**config.mk**
```make
export PLATFORM = sky130hd
export DESIGN_NAME = vga_sync_gen_flat
export DESIGN_NICKNAME = d
export VERILOG_FILES = /design/src/rtl/vga_sync_if.sv /design/src/rtl/vga_sync_gen.sv /design/src/flat_wrapper.sv
export SDC_FILE = /design/constraint.sdc
export NUM_CORES = 1
export LEC_CHECK = 0
export BUFFER_PORTS_ARGS = -buffer_cell sky130_fd_sc_hd__buf_4
export CAP_MARGIN = 15
export CORE_AREA = 2 2 55 57
export CTS_CLUSTER_DIAMETER = 80
export DETAILED_ROUTE_END_ITERATION = 8
export DIE_AREA = 0 0 57 59
export PLACE_DENSITY = 0.79
export SYNTH_ARGS = -nofsm -noshare
export SYNTH_HDL_FRONTEND = slang
export SYNTH_SLANG_ARGS = --single-unit
```
**constraint.sdc**
```tcl
create_clock -name CLK -period 2.2 [get_ports CLK]
set_input_delay 0.11 -clock CLK [delete_from_list [all_inputs] [get_ports CLK]]
set_output_delay 0.11 -clock CLK [all_outputs]
set_load 0.03 [all_outputs]
```
**src/rtl/vga_sync_if.sv**
```systemverilog
// vga_sync_if: timing outputs of vga_sync_gen to the connector and character generator.
// Rev 1.0
`default_nettype none

interface vga_sync_if;
  logic       p_tick;
  logic [9:0] pix_x;
  logic [9:0] pix_y;
  logic       video_on;
  logic       hsync;
  logic       vsync;
  logic       frame_tick;

  modport master (
    output p_tick, pix_x, pix_y, video_on, hsync, vsync, frame_tick
  );

  modport slave (
    input p_tick, pix_x, pix_y, video_on, hsync, vsync, frame_tick
  );
endinterface

`default_nettype wire

```
**src/rtl/vga_sync_gen.sv**
```systemverilog
// vga_sync_gen: 640x480@60 VGA timing with internal pixel-rate divider.
// Rev 1.0
`default_nettype none

module vga_sync_gen #(
  parameter int CLK_DIV  = 4,
  parameter int H_DISP   = 640,
  parameter int H_FP     = 16,
  parameter int H_SYNC   = 96,
  parameter int H_BP     = 48,
  parameter int V_DISP   = 480,
  parameter int V_FP     = 10,
  parameter int V_SYNC   = 2,
  parameter int V_BP     = 33,
  parameter bit SYNC_POL = 1'b0
) (
  input  wire logic   CLK,
  input  wire logic   RESET,
  vga_sync_if.master  vga
);

  localparam int H_TOTAL = H_DISP + H_FP + H_SYNC + H_BP;
  localparam int V_TOTAL = V_DISP + V_FP + V_SYNC + V_BP;
  localparam int DIV_W   = (CLK_DIV > 1) ? $clog2(CLK_DIV) : 1;

  localparam logic [DIV_W-1:0] DIV_LAST = DIV_W'(CLK_DIV - 1);
  localparam logic [9:0] X_LAST   = 10'(H_TOTAL - 1);
  localparam logic [9:0] Y_LAST   = 10'(V_TOTAL - 1);
  localparam logic [9:0] X_DISP   = 10'(H_DISP);
  localparam logic [9:0] Y_DISP   = 10'(V_DISP);
  localparam logic [9:0] HS_START = 10'(H_DISP + H_FP);
  localparam logic [9:0] HS_END   = 10'(H_DISP + H_FP + H_SYNC - 1);
  localparam logic [9:0] VS_START = 10'(V_DISP + V_FP);
  localparam logic [9:0] VS_END   = 10'(V_DISP + V_FP + V_SYNC - 1);

  if (H_TOTAL > 1024) begin : g_h_total_check
    $error("vga_sync_gen: H_TOTAL exceeds 10-bit pix_x range");
  end
  if (V_TOTAL > 1024) begin : g_v_total_check
    $error("vga_sync_gen: V_TOTAL exceeds 10-bit pix_y range");
  end
  if (CLK_DIV < 1 || CLK_DIV > 16) begin : g_clk_div_check
    $error("vga_sync_gen: CLK_DIV outside 1..16");
  end

  logic [DIV_W-1:0] div_cnt;
  logic             p_tick_reg;
  logic [9:0]       x_cnt;
  logic [9:0]       y_cnt;
  logic [9:0]       x_next;
  logic [9:0]       y_next;
  logic             video_reg;
  logic             hsync_reg;
  logic             vsync_reg;
  logic             hs_active;
  logic             vs_active;
  logic             vid_active;

  // Next-state counts feed the decoders so counts and decodes change together.
  always_comb begin
    x_next = x_cnt;
    y_next = y_cnt;
    if (p_tick_reg) begin
      if (x_cnt == X_LAST) begin
        x_next = '0;
        y_next = (y_cnt == Y_LAST) ? '0 : y_cnt + 10'd1;
      end else begin
        x_next = x_cnt + 10'd1;
      end
    end
  end

  always_comb begin
    hs_active  = (x_next >= HS_START) && (x_next <= HS_END);
    vs_active  = (y_next >= VS_START) && (y_next <= VS_END);
    vid_active = (x_next < X_DISP) && (y_next < Y_DISP);
  end

  always_ff @(posedge CLK or posedge RESET) begin
    if (RESET) begin
      div_cnt    <= '0;
      p_tick_reg <= 1'b0;
    end else begin
      div_cnt    <= (div_cnt == DIV_LAST) ? '0 : div_cnt + 1'b1;
      p_tick_reg <= (div_cnt == DIV_LAST);
    end
  end

  always_ff @(posedge CLK or posedge RESET) begin
    if (RESET) begin
      x_cnt     <= '0;
      y_cnt     <= '0;
      video_reg <= 1'b0;
      hsync_reg <= ~SYNC_POL;
      vsync_reg <= ~SYNC_POL;
    end else begin
      x_cnt     <= x_next;
      y_cnt     <= y_next;
      video_reg <= vid_active;
      hsync_reg <= hs_active ? SYNC_POL : ~SYNC_POL;
      vsync_reg <= vs_active ? SYNC_POL : ~SYNC_POL;
    end
  end

  assign vga.p_tick     = p_tick_reg;
  assign vga.pix_x      = x_cnt;
  assign vga.pix_y      = y_cnt;
  assign vga.video_on   = video_reg;
  assign vga.hsync      = hsync_reg;
  assign vga.vsync      = vsync_reg;
  assign vga.frame_tick = p_tick_reg && (x_cnt == X_LAST) && (y_cnt == Y_LAST);

endmodule

`default_nettype wire

```
**src/flat_wrapper.sv**
```systemverilog
// flat-port wrapper written by rule: the top's interface ports become plain ports
module vga_sync_gen_flat 
#(
  parameter int CLK_DIV  = 4,
  parameter int H_DISP   = 640,
  parameter int H_FP     = 16,
  parameter int H_SYNC   = 96,
  parameter int H_BP     = 48,
  parameter int V_DISP   = 480,
  parameter int V_FP     = 10,
  parameter int V_SYNC   = 2,
  parameter int V_BP     = 33,
  parameter bit SYNC_POL = 1'b0
)
  (CLK, RESET, vga_p_tick, vga_pix_x, vga_pix_y, vga_video_on, vga_hsync, vga_vsync, vga_frame_tick);
  vga_sync_if vga_i ();
  input  wire logic CLK;
  input  wire logic RESET;
  output wire logic [$bits(vga_i.p_tick)-1:0] vga_p_tick;
  output wire logic [$bits(vga_i.pix_x)-1:0] vga_pix_x;
  output wire logic [$bits(vga_i.pix_y)-1:0] vga_pix_y;
  output wire logic [$bits(vga_i.video_on)-1:0] vga_video_on;
  output wire logic [$bits(vga_i.hsync)-1:0] vga_hsync;
  output wire logic [$bits(vga_i.vsync)-1:0] vga_vsync;
  output wire logic [$bits(vga_i.frame_tick)-1:0] vga_frame_tick;
  assign vga_p_tick = vga_i.p_tick;
  assign vga_pix_x = vga_i.pix_x;
  assign vga_pix_y = vga_i.pix_y;
  assign vga_video_on = vga_i.video_on;
  assign vga_hsync = vga_i.hsync;
  assign vga_vsync = vga_i.vsync;
  assign vga_frame_tick = vga_i.frame_tick;
  vga_sync_gen #(.CLK_DIV(CLK_DIV), .H_DISP(H_DISP), .H_FP(H_FP), .H_SYNC(H_SYNC), .H_BP(H_BP), .V_DISP(V_DISP), .V_FP(V_FP), .V_SYNC(V_SYNC), .V_BP(V_BP), .SYNC_POL(SYNC_POL)) u_core (.CLK(CLK), .RESET(RESET), .vga(vga_i));
endmodule
```
==> out/qor.txt, run 1 <==
Worst-skew pair later-pin latency: 330 ps
Grt total ovfl: 0
Die Wd: 57 um
Placement Rows: 19
Worst setup path end: u_core.vga.vsync
Placed insts: 206
Setup violators final: 0
Clock tree buffer depth: 2
R2R setup slack: 90 ps
Startpoint Class: flip-flop
Average routed wire per standard cell: 15.2 um
Vias: 1,249
Syn. warnings: 0
CTS tree: yes
Share of cells above drive strength 1: 27.8%
Cells after Synth: 148
Slew headroom: 56.9%
Die area: 0.00336 sq mm
Setup TNS: 0 ps
Tmin final: 2110 ps
Status: completed
Die height: 59 um
WP data required: 2470 ps
CP Capture Type: flip-flop
Total Routed Length: 3200 um
CTS root buf: clkbuf_4
Total iterations of the first detailed-routing run: 4
Worst Hold Class: primary input to asynchronous set/reset pin
Critical R2R Capture: u_core.vga.vsync
HPWL after detailed placement: 2390 um
Nets: 187
First-pass GRT wire length: 5540 um
Syn_nets: 154
Max-cap check violation count: 0
Highest clock rate: 0.474 GHz
Fin crit share: 95.9%
Count of input and output buffers: 26
Vias in the first global route: 1,194
Worst-path cell chain: ha_1 > and3_2 > and4_4 > nand2_2 > or4b_1 > a221o_1
CP max FO: 5
Reg2reg start: u_core.vga.pix_x[0]
Vias per cell: 5.92
All-layer global routing usage: 21.0%
CP startpoint: u_core.vga.pix_x[0]
Routed Antenna Nets: 0
PD cells: 418 mW/mm^2
Remaining DRCs: 0
Core ar.: 0.00271 sq mm
Total CTS buffers: 3
Pin count of the biggest net entering global routing: 18
WP buf/inv: 0
CP max stage cell: or4b_1
Clk sinks: 26
Critical path class: flip-flop to flip-flop
FF+latch count, synth: 26
Initial drt markers: 56
Final Max Tran Viols: 0
N_diodes: 0
Hold Fails Final Rpt: 0
Unrepaired setup endpoints after global routing: false
I/O pins: 27
Crit path max-delay family: simple AND/OR/NAND/NOR gates
Worst Tran Pin Value: 646 ps
Seq/Total Area, Yosys: 45.3%
Non-Filler Instances: 211
Arr. time, crit path: 2380 ps
Mean Syn Cell Area: 9.75 sq um
H-Tree Level Count: 1
Worst Reg-to-Reg Cells: 6
Critical path's largest stage delay: 510 ps
Initial Util: 53.2%
Mapped Area: 0.00144 sq mm
P&R area growth vs syn: 22.1%
CTS clk-pin slew, worst paths: 140 ps
Fill count: 238
Fin Clk Skew: 3.30 ps
Critical path depth in cells: 6
Tot Pwr: 737 uW
Post-synth cell types: 41
Placer Congestion: 0.843
VDD IR max: 0.369 mV
Initial antenna violation count: 0
Leak pwr: 0.000762 uW
## synthesized netlist by cell type (all sizes together)
master / n / area (sq um)
a2111oi: 1 / 8.76
a211oi: 2 / 15.0
a21oi: 2 / 10.0
a221o: 1 / 10.0
a22o: 2 / 17.5
a311oi: 1 / 8.76
a31oi: 1 / 6.26
and2: 3 / 18.8
and3: 3 / 18.8
and4: 1 / 11.3
and4bb: 1 / 12.5
buf: 2 / 10.0
clkbuf: 4 / 15.0
dfrtp: 24 / 601
dfstp: 2 / 52.6
ha: 4 / 50.1
inv: 6 / 22.5
mux2: 2 / 22.5
mux2i: 1 / 10.0
nand2: 18 / 70.1
nand3: 4 / 20.0
nand3b: 1 / 7.51
nand4: 6 / 37.5
nand4b: 4 / 35.0
nor2: 8 / 30.0
nor3: 7 / 35.0
nor3b: 2 / 15.0
nor4: 4 / 25.0
nor4b: 1 / 23.8
o2111a: 1 / 11.3
o211ai: 1 / 7.51
o21a: 1 / 7.51
o21ai: 8 / 40.0
o22ai: 2 / 12.5
or2: 1 / 6.26
or3: 1 / 6.26
or4: 1 / 7.51
or4b: 1 / 10.0
xnor2: 9 / 78.8
xor2: 4 / 35.0
## placed cells by master, fill, tap and decap left out, types with 3 or more instances in the layout
master,instances
clkbuf_4,3
ha_1,4
dfrtp_1,22
nor3_1,7
nand4_1,6
nand4b_1,4
nand2_1,17
o21ai_0,8
and2_1,3
buf_4,33
nand3_1,4
inv_1,6
nor4_1,3
xnor2_1,9
xor2_1,4
nor2_1,8
## what timing repair did
action                                  4_1_cts  5_1_grt
endpoints found under the hold margin        16        0
endpoints found under the setup margin        0        5
hold buffers                                  1        0
setup buffers                                 0        0
resized for setup                             0        3
## per-stage QoR
step                area [sq um]  setup slack [ps]  util (%)  hold slack (ps)
finish                      1760              89.4      65.0              411
global route                1760              8.50      65.0              469
CTS                         1750              62.7      64.7              427
detailed placement          1710              90.6      63.0              241
global placement            1710               165      63.0              226
floorplan                   1450              44.3         -              148
## metal layers
metal  track usage, %  wire, um
met2             34.2      1580
met3             2.18       115
met5                0         0
met4             8.64        63
met1             29.1      1450
## worst min path at each step
stage	to	startpoint	cells past startpoint
after floorplan	u_core.div_cnt[0]	RESET	1
after global placement	u_core.vga.pix_y[8]	RESET	2
after detailed placement	u_core.vga.pix_y[6]	RESET	2
after CTS	u_core.vga.pix_x[7]	RESET	3
after global routing	u_core.div_cnt[0]	u_core.div_cnt[0]	1
final	u_core.div_cnt[1]	RESET	3
## final cells by class
cell class / count / area, sq um / area share, %
Tap cell: 31 / 38.8 / 2.20
Multi-Input combinational cell: 110 / 751 / 42.6
Sequential cell: 26 / 656 / 37.2
Inverter: 6 / 22.5 / 1.28
Timing Repair Buffer: 34 / 258 / 14.6
Clock buffer: 4 / 36.3 / 2.06
## cells by family after synthesis
kind of cell             share of synthesized area [%]
AO/OA/AOI/OAI                                     10.8
XOR/XNOR                                          7.89
adder cells (fa/ha/maj)                           3.47
buffers and inverters                             3.30
flip-flops                                        45.3
multiplexers                                      2.25
AND/OR/NAND/NOR                                   27.1
## report_power, final
group | internal, uW | total [uW] | switching [uW]
clock network | 101 | 245 | 144
logic | 3.51 | 13.2 | 9.70
registers | 478 | 478 | 0
## worst reg2reg max path, stage by stage (launching register included)
cell	delay, ps
dfrtp_2	430
ha_1	210
and3_2	250
and4_4	240
nand2_2	60
or4b_1	510
a221o_1	360
No activity file was read; power rests on OpenSTA's default activity.
==> run 2: changes to the inputs <==
==> config.mk (replaced) <==
export PLATFORM = sky130hd
export DESIGN_NAME = vga_sync_gen_flat
export DESIGN_NICKNAME = d
export VERILOG_FILES = /design/src/rtl/vga_sync_if.sv /design/src/rtl/vga_sync_gen.sv /design/src/flat_wrapper.sv
export SDC_FILE = /design/constraint.sdc
export NUM_CORES = 1
export LEC_CHECK = 0
export CAP_MARGIN = 15
export CORE_AREA = 2 2 53 55
export CTS_CLUSTER_DIAMETER = 80
export DETAILED_ROUTE_END_ITERATION = 8
export DIE_AREA = 0 0 55 57
export DONT_BUFFER_PORTS = 1
export PLACE_DENSITY = 0.75
export SETUP_SLACK_MARGIN = 0.2
export SYNTH_ARGS = -nofsm -noshare
export SYNTH_HDL_FRONTEND = slang
export SYNTH_SLANG_ARGS = --single-unit
==> run 2 against run 1 <==
Against the previous run: fmax increased by 8.6%; critical path depth decreased by 1; wire length decreased by 2.4%; clock power decreased by 2%; register-to-register slack improved by 170 ps; combinational power decreased by 13%; hold slack improved by 13 ps; die area decreased by 6.8%; setup slack improved by 170 ps; clock skew increased by 8.6 ps; highest routed layer unchanged.
==> out/qor.txt, run 2 (same netlist as run 1, synthesis figures left out) <==
Status: completed
Setup TNS: 0 ps (unchanged)
Critical path class: flip-flop to flip-flop
Vias per cell: 5.91 (-0.21%)
WP data required: 2470 ps (about the same)
Average routed wire per standard cell: 15.3 um (+0.91%)
Final Max Tran Viols: 0 (unchanged)
PD cells: 418 mW/mm^2 (about the same)
Initial antenna violation count: 0 (unchanged)
Hold Fails Final Rpt: 0 (unchanged)
CTS root buf: clkbuf_4
Unrepaired setup endpoints after global routing: true
Remaining DRCs: 0 (unchanged)
Die Wd: 55 um (-3.5%)
WP buf/inv: 0 (unchanged)
P_sw: 147 uW (-4.6%)
I/O pins: 27 (unchanged)
Fin crit share: 88.3% (-7.6 points)
Critical path's largest stage delay: 470 ps (-40 ps)
DP Area: 0.00167 sq mm (-2.0%)
Total Routed Length: 3130 um (-2.4%)
Grt total ovfl: 0 (unchanged)
Die area: 0.00314 sq mm (-6.8%)
Setup violators final: 0 (unchanged)
Clock tree buffer depth: 2 (unchanged)
CP Capture Type: flip-flop
CP max FO: 4 (-1)
N_diodes: 0 (unchanged)
Max-cap check violation count: 0 (unchanged)
Count of input and output buffers: 0 (-100%)
Share of cells above drive strength 1: 30.6% (+2.9 points)
CP max stage cell: or4b_1
Worst-path cell chain: nor4b_4 > and4_4 > nand2_2 > or4b_1 > a221o_1
HPWL after detailed placement: 2370 um (-0.86%)
Worst-skew pair later-pin latency: 320 ps (about the same)
Arr. time, crit path: 2210 ps (-170 ps)
Sequential power share: 65.6% (+0.7 points)
All-layer global routing usage: 23.1% (+2.1 points)
Leak pwr: 0.000713 uW (-6.4%)
Clk sinks: 26 (unchanged)
Commonest non-fill, non-tap cell in the layout: buf_4
Slew headroom: 37.0% (-20 points)
Post-route cell area: 0.00174 sq mm (-1.1%)
Most frequent cells in the layout: buf_4, nand2_1, dfrtp_1, xnor2_1, dfrtp_2
Fin Clk Skew: 12.0 ps (+8.65 ps)
VDD IR max: 0.431 mV (+17%)
H-Tree Level Count: 1 (unchanged)
Initial Util: 55.2% (+1.9 points)
Crit path max-delay family: simple AND/OR/NAND/NOR gates
Die height: 57 um (-3.4%)
Initial drt markers: 19 (-66%)
Vias in the first global route: 1,257 (+5.3%)
Total iterations of the first detailed-routing run: 4 (unchanged)
Worst Tran Pin Value: 944 ps (+298 ps)
Total CTS buffers: 3 (unchanged)
Vias: 1,205 (-3.5%)
Startpoint Class: flip-flop
CTS clk-pin slew, worst paths: 140 ps (about the same)
Placement Rows: 19 (unchanged)
First-pass GRT wire length: 5380 um (-2.9%)
Placer Congestion: 0.799 (-5.3%)
P&R area growth vs syn: 20.8%
Switching part of the total power: 20.1% (-0.73 points)
Nets: 180 (-3.7%)
Cell Int Power: 582 uW (-0.24%)
Routed Antenna Nets: 0 (unchanged)
Pin count of the biggest net entering global routing: 27 (+9)
Core ar.: 0.00262 sq mm (-3.5%)
Combinational power share: 1.6% (-0.2 points)
Clock power share: 32.8% (-0.5 points)
Worst Hold Class: primary input to asynchronous set/reset pin
CTS tree: yes
Tmin final: 1940 ps (-168 ps)
Highest clock rate: 0.515 GHz (+8.6%)
[run 2: final timing paths]
| kind | endpoint | from | cells after the start | slack (ps) |
|---|---|---|---|---|
| max | u_core.vga.vsync | u_core.vga.pix_x[5] | 5 | 260 |
| min | u_core.vga.pix_y[5] | RESET | 2 | 420 |
| max reg2reg | u_core.vga.vsync | u_core.vga.pix_x[5] | 5 | 260 |
| min reg2reg | u_core.div_cnt[0] | u_core.div_cnt[0] | 1 | 440 |
| max in group asynchronous | u_core.vga.hsync | RESET | 3 | 1100 |
| min in group CLK | u_core.div_cnt[0] | u_core.div_cnt[0] | 1 | 440 |
[run 2: through the flow]
step           hold WS [ps]  total power (uW)  util (%)  cells  worst slack [ps]
3_5_place_dp            265               498      64.0    198               258
3_3_place_gp            256               498      64.0    198               301
5_1_grt                 455               756      66.7    204               167
4_1_cts                 442               737      65.7    203               210
6_report                424               728      66.7    204               257
2_1_floorplan           148               494         -    148               204
[run 2: cell type report]
type / count / area (sq um)
Sequential cell: 26 / 664
Tap cell: 31 / 38.8
Fill cell: 222 / 872
Inverter: 6 / 22.5
Timing Repair Buffer: 27 / 205
Clock buffer: 4 / 36.3
Multi-Input combinational cell: 110 / 776
[run 2: timing repair]
action | in CTS | in global routing
hold buffers | 1 | 0
buffers inserted | 0 | 1
hold endpoints to repair | 24 | 0
setup endpoints to repair | 0 | 6
resized for setup | 0 | 5
[run 2: power groups by stage]
stage | clock, uW | sequential (uW) | combinational [uW]
global placement | 0 | 487 | 10.7
detailed placement | 0 | 487 | 11.0
CTS | 247 | 478 | 12.4
global route | 264 | 478 | 13.8
floorplan | 0 | 487 | 7.05
finish | 239 | 478 | 11.5
[run 2: routing by layer]
metal	wire length, um	part of all wire, %	up-vias	GRT usage, %
met4	57	1.8	0	10.5
li1	-	-	587	-
met5	0	0	-	0
met2	1570	50	34	37.1
met3	157	5.0	6	3.40
met1	1340	43	578	30.2
